--- src/rtl/matrix_stream_loader.sv ---
// Collects a row-major element stream into a packed N x N matrix word and presents it
// downstream over valid/ready; one output register lets the next matrix fill behind it.
module matrix_stream_loader #(
  parameter  int ELEM_W = 4,
  parameter  int N      = 3,
  localparam int MAT_W  = ELEM_W * N * N
) (
  input  logic              clk,
  input  logic              rst_n,
  input  logic              in_valid,
  output logic              in_ready,
  input  logic [ELEM_W-1:0] in_data,
  input  logic              in_first,
  output logic              mat_valid,
  input  logic              mat_ready,
  output logic [MAT_W-1:0]  mat_data,
  output logic              frame_err
);

  // state | meaning
  // IDLE  | no partial matrix held, count == 0
  // FILL  | count elements (1..N*N-1) of the current matrix captured
  localparam int NE    = N * N;
  localparam int CNT_W = $clog2(NE);
  localparam logic [CNT_W-1:0] LAST = CNT_W'(NE - 1);

  typedef enum logic {IDLE, FILL} state_t;

  state_t            state, state_next;
  logic [CNT_W-1:0]  count, count_next;
  logic [MAT_W-1:0]  fill, fill_next;
  logic [MAT_W-1:0]  mat_data_next;
  logic              mat_valid_next;
  logic              frame_err_next;
  logic [MAT_W-1:0]  word_ins;
  logic [MAT_W-1:0]  word_fresh;
  logic              accept;

  assign in_ready = !(count == LAST && mat_valid && !mat_ready);
  assign accept   = in_valid && in_ready;

  always_comb begin
    state_next     = state;
    count_next     = count;
    fill_next      = fill;
    mat_data_next  = mat_data;
    mat_valid_next = mat_valid && !mat_ready;
    frame_err_next = 1'b0;
    word_ins       = fill;
    word_ins[MAT_W-1-int'(count)*ELEM_W -: ELEM_W] = in_data;
    word_fresh     = '0;
    word_fresh[MAT_W-1 -: ELEM_W] = in_data;

    if (accept) begin
      unique case (state)
        IDLE: begin
          fill_next  = word_fresh;
          count_next = CNT_W'(1);
          state_next = FILL;
        end
        FILL: begin
          // in_first mid-matrix restarts the frame even on what would be the last slot
          if (in_first) begin
            fill_next      = word_fresh;
            count_next     = CNT_W'(1);
            frame_err_next = 1'b1;
          end else if (count == LAST) begin
            mat_data_next  = word_ins;
            mat_valid_next = 1'b1;
            fill_next      = '0;
            count_next     = '0;
            state_next     = IDLE;
          end else begin
            fill_next  = word_ins;
            count_next = count + CNT_W'(1);
          end
        end
        default: state_next = IDLE;
      endcase
    end
  end

  always_ff @(posedge clk or negedge rst_n) begin
    if (!rst_n) begin
      state     <= IDLE;
      count     <= '0;
      fill      <= '0;
      mat_data  <= '0;
      mat_valid <= 1'b0;
      frame_err <= 1'b0;
    end else begin
      state     <= state_next;
      count     <= count_next;
      fill      <= fill_next;
      mat_data  <= mat_data_next;
      mat_valid <= mat_valid_next;
      frame_err <= frame_err_next;
    end
  end

endmodule

--- config.mk ---
export PLATFORM = sky130hd
export DESIGN_NAME = matrix_stream_loader
export DESIGN_NICKNAME = d
export VERILOG_FILES = /design/src/rtl/matrix_stream_loader.sv
export SDC_FILE = /design/constraint.sdc
export NUM_CORES = 1
export LEC_CHECK = 0
export ABC_AREA = 1
export CORE_MARGIN = 5
export CORE_UTILIZATION = 55
export DETAILED_ROUTE_END_ITERATION = 10
export GPL_ROUTABILITY_DRIVEN = 1
export GPL_TIMING_DRIVEN = 0
export PLACE_DENSITY = 0.91
export SLEW_MARGIN = 5
export SYNTH_ARGS = -nofsm -noshare
export SYNTH_HDL_FRONTEND = slang
export SYNTH_SLANG_ARGS = --single-unit
--- constraint.sdc ---
create_clock -name clk -period 2.4 [get_ports clk]
set_input_delay 0.72 -clock clk [delete_from_list [all_inputs] [get_ports clk]]
set_output_delay 0.72 -clock clk [all_outputs]
set_load 0.03 [all_outputs]
==> impl_metrics.py <==
metrics = {
    "yosys": {
        "synth-edff-count": 0,
        "synthAdderAreaFrac_pct": 0.691,
        "yosys_register_bits": 79,
        "synth.area.mux_share_pct": 0,
        "ys.flop_type": "dfrtp_1",
        "synth_warnings": 0,
        "synth_cell_types": 25,
        "synthSimpleGateAreaFrac_pct": 25.1,
        "netlist_area_sq_mm": 0.00362,
        "synth_top_family_by_area": "simple AND/OR/NAND/NOR gates",
        "synth_compound_area_share_pct": 12.5,
        "synthXorXnorAreaFrac_pct": 0.449,
        "syn_nets": 440,
        "syn_area_per_cell_sq_um": 8.44,
        "async_flop_share_pct": 100,
        "synth-seq-area-share_pct": 54.6,
        "synth_cells": 429,
    },
    "sta": {
        "skew_ns": 0.00988,
        "max_slew_margin_pct": 64.4,
        "setup_violations": 0,
        "fin_hold_ws_ns": 0.303,
        "final_hold_viol_count": 0,
        "timing.final.ws_setup_ns": 0.119,
        "fin_crit_sh_pct": 95.1,
        "fmax_mhz": 438,
        "report.final.slew_viol_count": 0,
        "worst_pin_slew_ns": 0.532,
        "min_period_ns": 2.28,
        "rsz0062_at_grt": "false",
    },
    "worst_setup_path": {
        "r2r-start": "count[0]",
        "cp-start-kind": "register",
        "worstPathArrival_ns": 1.56,
        "critPathCaptureType": "primary output",
        "crit_type": "register to primary output",
        "startpoint": "count[0]",
        "r2r-end": "fill[27]",
        "cp-endpoint": "in_ready",
        "crit_required_ns": 1.68,
        "r2r_cells": 9,
        "path_max_fanout": 7,
        "r2r_setup_slack_ns": 0.29,
    },
    "die": {
        "initial_core_util_pct": 56.7,
        "die_width_um": 91.1,
        "core_sq_mm": 0.00639,
        "die_h_um": 91.1,
        "num_io_pins": 48,
        "rows": 29,
        "fp.dieArea_sq_mm": 0.00830,
    },
    "global_route": {
        "grt_start_max_net_pins": 45,
        "grt_overflow": 0,
        "antenna_found_initial": 0,
        "gr-usage-all-layers_pct": 23.1,
        "first_global_vias": 3273,
        "grt_pass1_wl_um": 15400,
    },
    "power": {
        "p_per_area_mw_per_mm2": 859,
        "seq_power_share_pct": 41.9,
        "vdd_ir_drop_max_uv": 568,
        "switching_share_pct": 33.3,
        "p_int_uw": 2560,
        "switchingPower_uw": 1280,
        "finalPower_uw": 3840,
        "comb_power_share_pct": 27.1,
        "power_leakage_uw": 0.00217,
        "clockPowerShare_pct": 30.9,
    },
    "cts": {
        "htreeDepth": 3,
        "hold_buffers": 0,
        "numCtsBuffers": 9,
        "clock_latency_ns": 0.37,
        "cts_buffer_depth": 2,
        "clk_root_buffer_cell": "clkbuf_8",
        "path_clk_slew_ns": 0.08,
        "cts_tree": "done",
        "clock-sinks": 79,
    },
    "route": {
        "via_count": 3292,
        "drt_pass1_iterations": 7,
        "avgViaCountPerCell": 5.77,
        "drtIter0Drc": 355,
        "wirelength_um": 9310,
        "final_antenna_net_count": 0,
        "wl_per_cell_um": 16.3,
        "drc": 0,
    },
    "run": {
        "maxCapViolCount": 0,
    },
    "placement": {
        "dpl.hpwl_um": 6360,
        "dpl_worst_slack_ns": -0.321,
        "dp_cells": 554,
        "place_congestion": 0.840,
        "portBuffers": 47,
    },
    "finish": {
        "area_growth_pct": 23.6,
        "drive_gt1_share_pct": 10.1,
        "diodes": 0,
        "stdcell_count": 571,
        "fin_nets": 500,
    },
    "worst_hold_path": {
        "hold_path_class": "primary input to asynchronous set/reset pin",
    },
    "run_status": {
        "status": "complete, no violations",
    },
}
## cells by family after synthesis
family | count (synthesis)
compound gates | 85
flops | 79
xor+xnor | 1
buf+inv | 59
fa+ha+maj | 2
simple gates | 203
## placed cells by master (no fill, tap or decap), types with 10 or more instances in the layout
| master | instances |
|---|---|
| inv_1 | 38 |
| o21ai_1 | 14 |
| dfrtp_1 | 78 |
| clkbuf_8 | 13 |
| a21oi_1 | 12 |
| nor2_1 | 11 |
| o21ai_0 | 44 |
| clkdlybuf4s50_1 | 45 |
| buf_2 | 10 |
| nand3_1 | 49 |
| nand2_1 | 126 |
## power groups by stage
stage	logic, uW	registers, uW	clock network (uW)
after CTS	1030	1610	1180
after floorplan	518	1770	0
after global routing	1140	1630	1240
final	1040	1610	1190
after detailed placement	1010	1630	0
after global placement	963	1620	0
## state kept, by name, summed over array words and instances, names as in the netlist
register	flops
mat_data	36
fill	36
mat_valid	1
count	4
frame_err	1
state	1
## per-layer routing
| metal | vias to the layer above | track usage [%] | wire length (um) |
|---|---|---|---|
| met5 | - | 0 | 0 |
| met4 | 0 | 10.3 | 211 |
| met3 | 21 | 5.87 | 706 |
| met2 | 178 | 36.9 | 4600 |
| met1 | 1564 | 29.9 | 3790 |
| li1 | 1529 | - | - |
## metrics by stage
step	area (sq um)	TNS [ns]	util [%]
after global placement	4190	-161.16	65.6
final	4470	0	70.0
after floorplan	3620	0	-
after CTS	4450	0	69.6
after detailed placement	4200	-0.323	65.8
after global routing	4470	0	70.0
## synth_stat cells, types with 4 or more instances
library cell	count	area [sq um]
nand2_1	127	477
dfrtp_1	79	1980
nand3_1	49	245
o21ai_0	44	220
inv_1	40	150
o21ai_1	14	70.1
a21oi_1	12	60.1
nor2_1	12	45.0
buf_2	10	50.1
o211ai_1	8	60.1
o22ai_1	7	43.8
nand4_1	5	31.3
clkbuf_1	4	15.0
## worst min-delay path by stage
stage / startpoint / end / cells past startpoint
2_1_floorplan: rst_n / count[0] / 0
3_3_place_gp: fill[23] / fill[23] / 2
3_5_place_dp: mat_data[4] / mat_data[4] / 2
4_1_cts: rst_n / mat_data[29] / 1
5_1_grt: rst_n / mat_data[29] / 1
6_report: rst_n / mat_data[29] / 1
## layout make-up
cell class | count | area (sq um)
timing repair buffer | 49 | 493
clock inverter | 2 | 60.1
tap | 77 | 96.3
buffer | 15 | 72.6
fill | 469 | 1910
inverter | 44 | 170
clock buffer | 14 | 183
sequential | 79 | 1980
multi-input combinational | 291 | 1420
## what timing repair did
action	CTS	global route
pin swaps	0	1
endpoints found under the setup margin	1	1
gates resized for setup	8	7
buffers inserted	0	1
## critical path, cell delays in order (launching register included)
cell,delay [ns]
dfrtp_2,0.44
inv_4,0.11
ha_4,0.16
nand2_1,0.08
nor2_2,0.17
nand2_2,0.08
buf_4,0.17
Note: power is estimated with default switching activity, not from simulation.
==> edit (same settings) <==
One comparison of `count` changes from == to >=.
--- a/src/rtl/matrix_stream_loader.sv
+++ b/src/rtl/matrix_stream_loader.sv
@@ -64,7 +64,7 @@
             fill_next      = word_fresh;
             count_next     = CNT_W'(1);
             frame_err_next = 1'b1;
-          end else if (count == LAST) begin
+          end else if (count >= LAST) begin
             mat_data_next  = word_ins;
             mat_valid_next = 1'b1;
             fill_next      = '0;
Formal check against the unedited RTL: no difference found for any inputs over 10 cycles, from zero or initial values and one cycle with rst_n low; that may be too few to reach the edited logic, so the function may still have changed.
==> edit against the original RTL <==
  * Routed wire length shrank 5.8%
  * Critical path depth unchanged
  * Worst setup slack worse by 0.0038 ns
  * Cell area shrank 1.6%
  * Synthesized area decreased by 0.83%
  * Sequential cell count unchanged
  * Total power shrank 8.6%
  * Register-to-register slack got worse by 0.09 ns
  * Core utilization fell by 0.70 points
  * Critical path type unchanged
  * Largest cell class unchanged
==> edit: results (changes against the original RTL) <==
Cells and area
  • Inverters excl. clock: 39 (-11%)
  • Fraction of layout cells with a size suffix above 1: 10.5% (+0.34 points)
  • Design Area, Final: 0.00440 mm2 (-1.6%)
  • Clock buffer count: 11 (-3)
  • Clock-cell share of area: 5.06% (-0.37 points)
  • Non-clk buf share: 13.1% (+0.49 points)
  • Nets: 503 (+0.60%)
  • Sequential share of cell area: 44.9% (+0.70 points)
  • Area occupied by multi-input gates: 0.00138 mm2 (-2.7%)
  • Multi-input combinational cell count: 301 (+3.4%)
  • Nonclk buf count: 62 (-3.1%)

Logic synthesis
  • Compound-Gate Fraction of Synth Area: 12.5% (-0.034 points)
  • Mapped Avg Cell Area: 8.29 um2 (-1.7%)
  • Ys async rst share: 100% (unchanged)
  • Mapped Nets: 444 (+0.91%)
  • Adder-cell share of the synthesized area: 0.697% (+0.0058 points)
  • Synth top area cells: dfrtp_1 (55%), nand2_1 (17%), o21ai_0 (6.4%)
  • Sequential area share after synthesis: 55.1% (+0.46 points)
  • Most frequent cells after synthesis: nand2_1 (162), dfrtp_1 (79), o21ai_0 (46)
  • Synth Area in XOR/XNOR: 0.244% (-0.21 points)

Global route
  • GR Util met3: 4.17% (-1.7 points)
  • Largest net degree at the start of global routing: 50 (+11%)
  • Met1 Resource Use GR: 29.2% (-0.74 points)
  • First-pass GRT wire length: 14900 um (-2.9%)
  • Overall routing resource usage: 22.4% (-0.78 points)
  • GR Layer Usage met2: 35.5% (-1.4 points)
  • Vias in the first global route: 3223 (-1.5%)

Place
  • Dpl cells: 558 (+0.72%)
  • Final Wtd Congestion: 0.921 (+9.6%)
  • Hpwl dp: 6200 um (-2.5%)
  • Dpl ws: -0.342 ns (-0.0210 ns)
  • Placed inst area: 0.00418 mm2 (-0.54%)

Pwr
  • Pleak: 2.16 nW (-0.67%)
  • VDD IR-drop max: 0.434 mV (-24%)

Detailed routing
  • Drt pass-1 iters: 5 (-2)
  • DRT iter0 DRCs: 331 (-6.8%)
  • Metal-1 WL: 3830 um (+1.2%)
  • Met2 Routed Length: 4170 um (-9.4%)
  • WL per Instance: 15.3 um (-6.3%)
  • Met3 WL: 504 um (-29%)
  • Routed wire length: 8770 um (-5.8%)
  • Vias per cell: 5.57 (-3.4%)

Worst setup path
  • RR Startpoint: count[0]
  • Slowest-stage cell, CP: dfrtp_2
  • CP delay by family, top: flip-flops
  • Worst reg2reg setup slack: 0.20 ns (-0.09 ns)
  • R2R depth: 8 (-1)

Run status
  • Status: complete, no violations

CTS
  • Root buf cell: clkbuf_8
  • Depth of the CTS H-tree: 3 (unchanged)
  • Post-cts sizing count: 6 (-2)
  • Setup Fix Bufs, Post-CTS: 0 (unchanged)

Timing
  • Hold_ws: 0.297 ns (-0.00606 ns)
  • Final period utilization: 95.2% (+0.16 points)
  • Worst rel slew slack: 66.7% (+2.4 points)
  • Clock skew: 0.00805 ns (-0.00182 ns)

Die
  • Die X: 90.8 um (-0.37%)
edit: changes by cell type in the layout (fill, tap and decap cells not counted), sizes merged, moves of 3 or more:
| cell | before | now |
|---|---|---|
| o21ai | 58 | 76 |
| clkbuf | 18 | 15 |
| o211ai | 8 | 0 |
| inv | 44 | 39 |
| nand2 | 130 | 168 |
| nand4 | 5 | 2 |
| nand3 | 49 | 21 |
| a21oi | 12 | 6 |
edit: worst max path at each step:
stage               from           end  slack (ns)  cells after the start
6_report        count[0]      in_ready        0.11                      6
5_1_grt         count[0]      in_ready        0.02                      6
4_1_cts         count[0]      in_ready        0.09                      6
3_5_place_dp   mat_ready      in_ready       -0.34                      4
3_3_place_gp       rst_n   mat_data[2]       -1.98                      1
2_1_floorplan   count[0]  mat_data[28]        0.57                     11
edit: power by group:
group	switching [mW]	leakage [nW]	internal [mW]
Sequential	0.0847	1.06	1.48
Clock	0.490	0.110	0.615
Combinational	0.556	0.987	0.286
Total	1.13	2.16	2.38
